`config.mk`:
```
export PLATFORM = sky130hd
export DESIGN_NAME = clk_period_monitor_flat
export DESIGN_NICKNAME = d
export VERILOG_FILES = /design/src/rtl/clk_mon_pkg.sv /design/src/rtl/clk_period_monitor_if.sv /design/src/rtl/sync_edge_det.sv /design/src/rtl/clk_period_monitor.sv /design/src/flat_wrapper.sv
export SDC_FILE = /design/constraint.sdc
export NUM_CORES = 1
export LEC_CHECK = 0
export CORE_MARGIN = 2
export CORE_UTILIZATION = 49
export DETAILED_ROUTE_END_ITERATION = 8
export GPL_ROUTABILITY_DRIVEN = 1
export HOLD_SLACK_MARGIN = 0.1
export PLACE_DENSITY = 0.73
export SYNTH_ARGS = -nofsm -noshare
export SYNTH_HDL_FRONTEND = slang
export SYNTH_HIERARCHICAL = 1
export SYNTH_SLANG_ARGS = --single-unit
```
`constraint.sdc`:
```
create_clock -name clk -period 6.8 [get_ports clk]
set_clock_uncertainty 0.2 [all_clocks]
set_input_delay 1.02 -clock clk [delete_from_list [all_inputs] [get_ports clk]]
set_output_delay 1.02 -clock clk [all_outputs]
set_load 0.03 [all_outputs]
```
`src/rtl/clk_mon_pkg.sv`:
```
// clk_mon_pkg: shared state encoding and default counter width for the clock period monitor
package clk_mon_pkg;
    typedef enum logic [1:0] {IDLE = 2'd0, ACQ = 2'd1, LOCKED = 2'd2, FAULT = 2'd3} state_t;
    localparam int CNT_W_DEF = 16;
endpackage

```
`src/rtl/clk_period_monitor_if.sv`:
```
// clk_period_monitor_if: slow clock under test, fault clear and measurement/status outputs
//   master: drives slow_clk_i, clr_fault_i; observes status
//   slave : the monitor
interface clk_period_monitor_if import clk_mon_pkg::*; #(parameter int CNT_W = CNT_W_DEF);
    logic             slow_clk_i;
    logic             clr_fault_i;
    logic [CNT_W-1:0] period_o;
    logic [CNT_W-1:0] high_o;
    logic             meas_valid_o;
    logic             in_range_o;
    logic             locked_o;
    logic             fault_o;
    logic             stuck_o;
    logic [1:0]       state_o;
    modport master (
        output slow_clk_i, clr_fault_i,
        input  period_o, high_o, meas_valid_o, in_range_o, locked_o, fault_o, stuck_o, state_o
    );
    modport slave (
        input  slow_clk_i, clr_fault_i,
        output period_o, high_o, meas_valid_o, in_range_o, locked_o, fault_o, stuck_o, state_o
    );
endinterface

```
`src/rtl/sync_edge_det.sv`:
```
// sync_edge_det: 2-flop synchronizer plus delay flop and rising-edge detect
//   clk, rst_n (sync, active low) | d async input | s2 synchronized level | rise one-cycle edge
module sync_edge_det (
    input  logic clk,
    input  logic rst_n,
    input  logic d,
    output logic s2,
    output logic rise
);
    logic s1, s3;
    always_ff @(posedge clk) begin
        if (!rst_n) begin
            s1 <= 1'b0;
            s2 <= 1'b0;
            s3 <= 1'b0;
        end else begin
            s1 <= d;
            s2 <= s1;
            s3 <= s2;
        end
    end
    assign rise = s2 & ~s3;
endmodule

```
`src/rtl/clk_period_monitor.sv`:
```
// clk_period_monitor: measures period/high time of a slow clock, tracks lock and sticky faults
//   clk, rst_n (sync, active low) | mon: slow_clk_i, clr_fault_i in;
//   period_o, high_o, meas_valid_o, in_range_o, locked_o, fault_o, stuck_o, state_o out
module clk_period_monitor import clk_mon_pkg::*; #(
    parameter int CNT_W      = CNT_W_DEF,
    parameter int EXP_PERIOD = 18,
    parameter int TOL        = 1,
    parameter int LOCK_CNT   = 4,
    parameter int TIMEOUT    = 64
) (
    input  logic                  clk,
    input  logic                  rst_n,
    clk_period_monitor_if.slave   mon
);
    localparam int GW = $clog2(LOCK_CNT + 1);
    localparam logic [GW-1:0]    LOCK_G = GW'(LOCK_CNT);
    localparam logic [CNT_W-1:0] TO     = CNT_W'(TIMEOUT);
    localparam logic [CNT_W-1:0] TO_M1  = CNT_W'(TIMEOUT - 1);
    localparam logic [CNT_W:0]   EXP    = (CNT_W+1)'(EXP_PERIOD);
    localparam logic [CNT_W:0]   TOLV   = (CNT_W+1)'(TOL);
    logic             s2, rise, in_rng, timeout, meas, set_f;
    logic [CNT_W-1:0] cnt, hi_cnt;
    logic [CNT_W:0]   per, dev;
    logic [GW-1:0]    good, good_n;
    state_t           st, st_n;
    sync_edge_det u_sync (.clk(clk), .rst_n(rst_n), .d(mon.slow_clk_i), .s2(s2), .rise(rise));
    // one extra bit so a saturated count plus one never wraps
    assign per     = {1'b0, cnt} + (CNT_W+1)'(1);
    assign dev     = (per >= EXP) ? per - EXP : EXP - per;
    assign in_rng  = dev <= TOLV;
    assign timeout = !rise && cnt == TO_M1;
    // the first rise out of IDLE only starts timing
    assign meas    = rise && st != IDLE;
    assign set_f   = (meas && !in_rng) || timeout;
    always_comb begin
        st_n   = st;
        good_n = good;
        if (rise) begin
            if (st == IDLE) begin
                st_n   = ACQ;
                good_n = '0;
            end else if (!in_rng) begin
                st_n   = FAULT;
                good_n = '0;
            end else if (st != LOCKED) begin
                good_n = (st == FAULT) ? GW'(1) : good + GW'(1);
                st_n   = (good_n == LOCK_G) ? LOCKED : ACQ;
            end
        end else if (timeout) begin
            st_n   = FAULT;
            good_n = '0;
        end
    end
    always_ff @(posedge clk) begin
        if (!rst_n) begin
            cnt              <= '0;
            hi_cnt           <= '0;
            good             <= '0;
            st               <= IDLE;
            mon.period_o     <= '0;
            mon.high_o       <= '0;
            mon.meas_valid_o <= 1'b0;
            mon.in_range_o   <= 1'b0;
            mon.locked_o     <= 1'b0;
            mon.fault_o      <= 1'b0;
            mon.stuck_o      <= 1'b0;
            mon.state_o      <= 2'd0;
        end else begin
            cnt              <= rise ? '0 : (cnt == TO ? cnt : cnt + CNT_W'(1));
            hi_cnt           <= rise ? CNT_W'(1) : (&hi_cnt ? hi_cnt : hi_cnt + CNT_W'(s2));
            good             <= good_n;
            st               <= st_n;
            mon.meas_valid_o <= meas;
            if (meas) begin
                mon.period_o   <= per[CNT_W-1:0];
                mon.high_o     <= hi_cnt;
                mon.in_range_o <= in_rng;
            end
            mon.locked_o     <= st_n == LOCKED;
            mon.state_o      <= st_n;
            // a new fault in the same cycle as a clear leaves the flag set
            mon.fault_o      <= set_f || (mon.fault_o && !mon.clr_fault_i);
            mon.stuck_o      <= timeout || (mon.stuck_o && !mon.clr_fault_i);
        end
    end
endmodule
```
`src/flat_wrapper.sv`:
```
// flat-port wrapper written by rule: the top's interface ports become plain ports
module clk_period_monitor_flat import clk_mon_pkg::*;
#(
    parameter int CNT_W      = CNT_W_DEF,
    parameter int EXP_PERIOD = 18,
    parameter int TOL        = 1,
    parameter int LOCK_CNT   = 4,
    parameter int TIMEOUT    = 64
)
  (clk, rst_n, mon_slow_clk_i, mon_clr_fault_i, mon_period_o, mon_high_o, mon_meas_valid_o, mon_in_range_o, mon_locked_o, mon_fault_o, mon_stuck_o, mon_state_o);
  clk_period_monitor_if #(.CNT_W(CNT_W)) mon_i ();
  input  logic clk;
  input  logic rst_n;
  input wire logic [$bits(mon_i.slow_clk_i)-1:0] mon_slow_clk_i;
  input wire logic [$bits(mon_i.clr_fault_i)-1:0] mon_clr_fault_i;
  output wire logic [$bits(mon_i.period_o)-1:0] mon_period_o;
  output wire logic [$bits(mon_i.high_o)-1:0] mon_high_o;
  output wire logic [$bits(mon_i.meas_valid_o)-1:0] mon_meas_valid_o;
  output wire logic [$bits(mon_i.in_range_o)-1:0] mon_in_range_o;
  output wire logic [$bits(mon_i.locked_o)-1:0] mon_locked_o;
  output wire logic [$bits(mon_i.fault_o)-1:0] mon_fault_o;
  output wire logic [$bits(mon_i.stuck_o)-1:0] mon_stuck_o;
  output wire logic [$bits(mon_i.state_o)-1:0] mon_state_o;
  assign mon_i.slow_clk_i = mon_slow_clk_i;
  assign mon_i.clr_fault_i = mon_clr_fault_i;
  assign mon_period_o = mon_i.period_o;
  assign mon_high_o = mon_i.high_o;
  assign mon_meas_valid_o = mon_i.meas_valid_o;
  assign mon_in_range_o = mon_i.in_range_o;
  assign mon_locked_o = mon_i.locked_o;
  assign mon_fault_o = mon_i.fault_o;
  assign mon_stuck_o = mon_i.stuck_o;
  assign mon_state_o = mon_i.state_o;
  clk_period_monitor #(.CNT_W(CNT_W), .EXP_PERIOD(EXP_PERIOD), .TOL(TOL), .LOCK_CNT(LOCK_CNT), .TIMEOUT(TIMEOUT)) u_core (.clk(clk), .rst_n(rst_n), .mon(mon_i));
endmodule
```
=== Word level (Yosys, flattened, before mapping) ===
Index checks and enable logic that the tools add are counted.

* Flip-flop bits (word level): 77
* Output and inout bits: 39

* Eq/ne operators: 8
* Magnitude comparators: 2
* Bitwise logic cells: 3
* Reductions and logical operators: 17
* Muxes and demuxes: 15
* Add/sub/neg operators: 6

{| class="wikitable"
|+ Operators with widths
! cell !! count
|-
| two-way mux 3 bit || 6
|-
| adder 16 x 1 -> 17 bit, second input constant || 1
|-
| >= comparator 17 x 5 -> 1 bit, second input constant || 1
|-
| <= comparator 17 x 1 -> 1 bit, second input constant || 1
|-
| two-way mux 17 bit || 1
|-
| subtractor 17 x 5 -> 17 bit, second input constant || 1
|-
| subtractor 5 x 17 -> 17 bit, first input constant || 1
|-
| adder 16 x 1 -> 16 bit || 1
|-
| adder 16 x 1 -> 16 bit, second input constant || 1
|-
| equality test 16 x 6 -> 1 bit, second input constant || 1
|-
| equality test 16 x 7 -> 1 bit, second input constant || 1
|-
| AND reduction 16 bit || 1
|-
| two-way mux 2 bit || 6
|-
| logical AND 1 bit || 5
|-
| equality test 2 bit, second input constant || 2
|-
| inequality test 4 bit, second input constant || 1
|-
| nonzero test 2 bit || 2
|-
| adder 3 x 1 -> 3 bit, second input constant || 1
|-
| equality test 3 bit, second input constant || 1
|-
| logical NOT 1 bit || 3
|-
| logical OR 1 bit || 3
|-
| logical NOT 2 bit || 1
|-
| two-way mux 1 bit || 2
|-
| inequality test 2 x 1 -> 1 bit, second input constant || 1
|-
| other kinds (5) || 6
|}

=== Logic depth before layout (Yosys ltp) ===
* Depth in word-level cells: 9
* Gate-level depth with buffers: 15

=== Cells and area by module ===
The synthesis kept the hierarchy.

{| class="wikitable"
|+ By module, submodules not included
! module !! times used !! cells each !! area an instance (um^2)
|-
| clk_period_monitor || 1 || 467 || 3955.0
|-
| sync_edge_det || 1 || 7 || 92.6
|}

=== Worst setup path before layout ===
Ideal clock, no wire load.

* Path kind: reg-to-reg
* Start point: reg u_core.cnt[0]
* End point: reg u_core.mon.fault_o
* Data required time: 6.480 ns
* Stages on the path, launching flop included: 14
* Library setup time: 0.120 ns
* Arrival: 3.388 ns
* Path slack: 3.093 ns
* Cell sequence: dfxtp_1 -> buf_2 -> inv_1 -> ha_1 -> buf_2 -> or4_1 -> o311ai_1 -> o22ai_1 -> or3_1 -> a211oi_1 -> o221ai_1 -> nor4_4 -> nor2_1 -> o31a_1

* Word-level cells in the longest chain between the ends: 8

{| class="wikitable"
|+ Ends and longest elaborated chain
! what !! line !! text
|-
| from (decl) || clk_period_monitor.sv:22 || <nowiki>logic [CNT_W-1:0] cnt, hi_cnt;</nowiki>
|-
| from (signal assigned) || clk_period_monitor.sv:69 || <nowiki>cnt <= rise ? '0 : (cnt == TO ? cnt : cnt + CNT_W'(1));</nowiki>
|-
| adder 16 x 1 -> 17 bit (*) || clk_period_monitor.sv:28 || <nowiki>assign per = {1'b0, cnt} + (CNT_W+1)'(1);</nowiki>
|-
| net u_core.per[0] || clk_period_monitor.sv:23 || <nowiki>logic [CNT_W:0] per, dev;</nowiki>
|-
| subtractor 5 x 17 -> 17 bit, or another cell as far along || clk_period_monitor.sv:29 || <nowiki>assign dev = (per >= EXP) ? per - EXP : EXP - per;</nowiki>
|-
| two-way mux 17 bit (*) || clk_period_monitor.sv:29 ||
|-
| <= comparator 17 x 1 -> 1 bit (*) || clk_period_monitor.sv:30 || <nowiki>assign in_rng = dev <= TOLV;</nowiki>
|-
| logical NOT 1 bit (*) || clk_period_monitor.sv:34 || <nowiki>assign set_f = (meas && !in_rng) || timeout;</nowiki>
|-
| logical AND 1 bit (*) || clk_period_monitor.sv:34 ||
|-
| logical OR 1 bit (*) || clk_period_monitor.sv:34 ||
|-
| logical OR 1 bit (*) || clk_period_monitor.sv:82 || <nowiki>mon.fault_o <= set_f || (mon.fault_o && !mon.clr_fault_i);</nowiki>
|-
| to (signal assigned) || clk_period_monitor.sv:82 ||
|-
| to (decl) || clk_period_monitor_if.sv:21 || <nowiki>output period_o, high_o, meas_valid_o, in_range_o, locked_o, fault_o, stuck_o, state_o</nowiki>
|}

Mark *: on every way through the listed nets, which the timed path passes. The rest lies on a longest branch.
A chain may end at the register's enable or synchronous reset.

=== Worst setup path in the final report ===
* Start point: reg u_core.cnt[0]
* End point: reg u_core.mon.fault_o

* Word-level cells in the longest chain between the ends: 8

{| class="wikitable"
|+ Ends and longest elaborated chain
! what !! line
|-
| adder 16 x 1 -> 17 bit || clk_period_monitor.sv:28
|-
| subtractor 5 x 17 -> 17 bit, or another cell as far along || clk_period_monitor.sv:29
|-
| two-way mux 17 bit || clk_period_monitor.sv:29
|-
| <= comparator 17 x 1 -> 1 bit || clk_period_monitor.sv:30
|-
| logical NOT 1 bit || clk_period_monitor.sv:34
|-
| logical AND 1 bit || clk_period_monitor.sv:34
|-
| logical OR 1 bit (*) || clk_period_monitor.sv:34
|-
| logical OR 1 bit (*) || clk_period_monitor.sv:82
|}

Every way passes the cells marked *; elsewhere a longest branch is shown, timed or not.

==> results.json <==
{
  "post-route-util": 0.5764,
  "synth_warnings": 6,
  "synth-seq-cells": 77,
  "grt_usage": 0.2217,
  "synth_edf_count": 0,
  "p_leak_nw": 1.790,
  "max_stage_delay_ns": 0.59,
  "die_h_um": 94.89,
  "finalNonFillerCells": 607,
  "worstPathMaxFanout": 16,
  "min_period_ns": 4.224,
  "relSlewSlack": 0.2025,
  "gp_congestion": 0.9195,
  "syn_inst": 474,
  "syn_to_final_growth_pct": 15.24,
  "synth_top_cell_area_share": 0.3808,
  "routed_wl_um": 9406,
  "drive_gt1_frac": 0.06773,
  "hp-class": "reg -> reg",
  "num_vias": 3439,
  "crit_required_ns": 6.85,
  "synth_most_common_cell": "nand2_1",
  "min_period_over_period": 0.6212,
  "hold_ws_ns": 0.2561,
  "first_global_vias": 3350,
  "fill_cells": 761,
  "async_flop_share": 0,
  "cts_hold_buf": 0,
  "cts_tree": "done",
  "rrSetupSlack_ns": 2.58,
  "timing.fmax_ghz": 0.2367,
  "crit_arrival_ns": 4.28,
  "rows": 33,
  "ir_worst_vdd_mv": 0.1166,
  "final_antenna_net_count": 0,
  "slew_viol_final": 0,
  "grt_max_degree": 50,
  "end_kind": "flip-flop",
  "maxCapViolations": 0,
  "rsz0062_at_grt": "false",
  "setup_violations": 0,
  "post-cts-setup-buffers": 0,
  "n_antenna_cell": 0,
  "htreeDepth": 3,
  "worst_setup_path_start_kind": "flip-flop",
  "port_buffers": 42,
  "finalHoldViolations": 0,
  "placedCellCount": 591,
  "nets": 511,
  "numClockSinks": 77,
  "wl_per_cell_um": 15.50,
  "worstMarginPinSlew_ns": 1.185,
  "clkLatencyLatePin_ns": 0.36,
  "clkSlewWorstSetupHoldPaths_ns": 0.10,
  "grt_overflow": 0,
  "syn-cell-area_um2": 4048,
  "detail_route.iter0.violations": 229,
  "dr.pass1.iters": 4,
  "syn_area_per_cell_um2": 8.539,
  "outcome": "completed",
  "grt_antenna_before_repair": 0,
  "synth_cell_types": 66,
  "ys_dominant_reg_cell": "dfxtp_1",
  "cts_max_path_buffers": 2,
  "hpwl_um": 6700,
  "synth.area.top_cells": "dfxtp_1 (38%), nand2_1 (7.3%), nor2_1 (4.3%)",
  "cts-resized-gates": 0,
  "crit_chain": "ha_1 > xor2_1 > inv_1 > ha_1 > a21oi_1 > xor3_1 > o22ai_1 > a22o_1 > a21boi_0 > o221ai_1 > nor4_4 > nor2_1 > o31a_1",
  "syn_nets": 488,
  "ios": 43,
  "cp_common_cell": "ha_1",
  "ys_seq_area_frac": 0.3808,
  "tns_ns": 0,
  "core_area_um2": 8093,
  "route.detailed.drc": 0,
  "grt_pass1_wl_um": 15750,
  "cts_buffers": 9,
  "crit_type": "reg -> reg",
  "die_area_um2": 9003,
  "viasPerCell": 5.666,
  "root_buffer": "clkbuf_8",
  "synthTopCellsByCount": "nand2_1 (79), dfxtp_1 (77), nor2_1 (46), a21boi_0 (22), clkbuf_1 (21)",
  "crit_slowest_cell": "ha_1",
  "power.density_nw_per_um2": 182.1,
  "dieWidth_um": 94.89,
  "start_util": 0.5002,
  "yosys.area.top_type": "dfxtp_1"
}
sequential cells by signal, summed over array words and instances, names as in the netlist:
| signal | count |
|---|---|
| u_core/u_sync/s1 | 1 |
| u_core/mon.fault_o | 1 |
| u_core/u_sync/s3 | 1 |
| u_core/mon.high_o | 16 |
| u_core/hi_cnt | 16 |
| u_core/u_sync/s2 | 1 |
| u_core/st | 2 |
| u_core/mon.in_range_o | 1 |
| u_core/good | 3 |
| u_core/mon.locked_o | 1 |
| u_core/mon.stuck_o | 1 |
| u_core/mon.period_o | 16 |
| u_core/cnt | 16 |
| u_core/mon.meas_valid_o | 1 |
metal layers:
layer / global-route usage / part of all wire / routed length (um)
met1: 0.2736 / 0.44 / 4173
met2: 0.3824 / 0.50 / 4664
met3: 0.03751 / 0.045 / 422
met4: 0.08937 / 0.016 / 146
met5: 0 / 0 / 0
logic make-up (layout without fill, tap and decap cells):
group                    after synthesis  count (layout)  synth area share
XOR/XNOR                              39              39           0.08810
buffers and inverters                 42              70           0.04359
adder cells (fa/ha/maj)               10              10           0.03091
multiplexers                           3               3          0.007728
AO/OA/AOI/OAI                         98              98            0.1951
AND/OR/NAND/NOR                      205             205            0.2538
flip-flops                            77              77            0.3808
path summary, 6_finish.rpt:
check | start | end | cells after the start
hold / removal | u_core/u_sync/s1 | u_core/u_sync/s2 | 1
hold reg to reg | u_core/u_sync/s1 | u_core/u_sync/s2 | 1
setup / recovery | u_core/cnt[0] | u_core/mon.fault_o | 13
setup reg to reg | u_core/cnt[0] | u_core/mon.fault_o | 13
layout by cell type, fill, tap and decap left out, types with 4 or more instances in the layout:
cell	synthesis	routed
ha_1	10	10
clkbuf_8	0	9
nor4_1	4	4
clkdlybuf4s50_1	0	42
and4_1	4	4
dfxtp_1	77	77
or3_1	5	5
xor2_1	19	19
xnor2_1	19	19
clkinvlp_4	0	4
o21ai_0	7	6
nor2b_1	5	5
a21oi_1	9	9
o22ai_1	5	5
and3_1	7	7
inv_1	9	9
nor3_1	8	8
and2_1	8	8
nor2_1	46	45
nand2_1	79	79
o211a_1	17	17
nand3_1	13	13
a21boi_0	22	22
nand4_1	8	8
per-stage QoR:
stage          setup WS, ns  power [W]  cell area (um2)
2_1_floorplan         3.093  0.0005205             4048
3_3_place_gp          2.740  0.0005351             4482
3_5_place_dp          2.616  0.0005361             4482
4_1_cts               2.600  0.0008551             4664
5_1_grt               2.176  0.0008806             4664
6_report              2.576  0.0008495             4664
area by class of cell:
cell class              count  area, um2  share of cell area
multi-input cells         355       2332              0.5000
clock buffers               9      123.9             0.02656
inverters                   9      33.78            0.007242
clock inverters             7      58.81             0.01261
well taps                 105      131.4             0.02817
repair buffers             45      442.9             0.09496
flip-flops and latches     77       1541              0.3305
worst max-delay path, delay by kind of cell (launching register included):
family	cells	cell delay, ns
xor gates and xnor gates	2	0.56
DFF	1	0.58
AOI/OAI and AO/OA	6	1.32
and+or+nand+nor	2	0.53
buffers and inverters	1	0.16
adders and majority gates	2	0.79
report_power, final:
group	internal [W]	switching, W	total (W)
Sequential	0.000455	0.00000753	0.000463
Combinational	0.0000259	0.0000371	0.0000630
Clock	0.000137	0.000186	0.000324
Total	0.000619	0.000231	0.000849
Power figures use the tool's default switching activity.
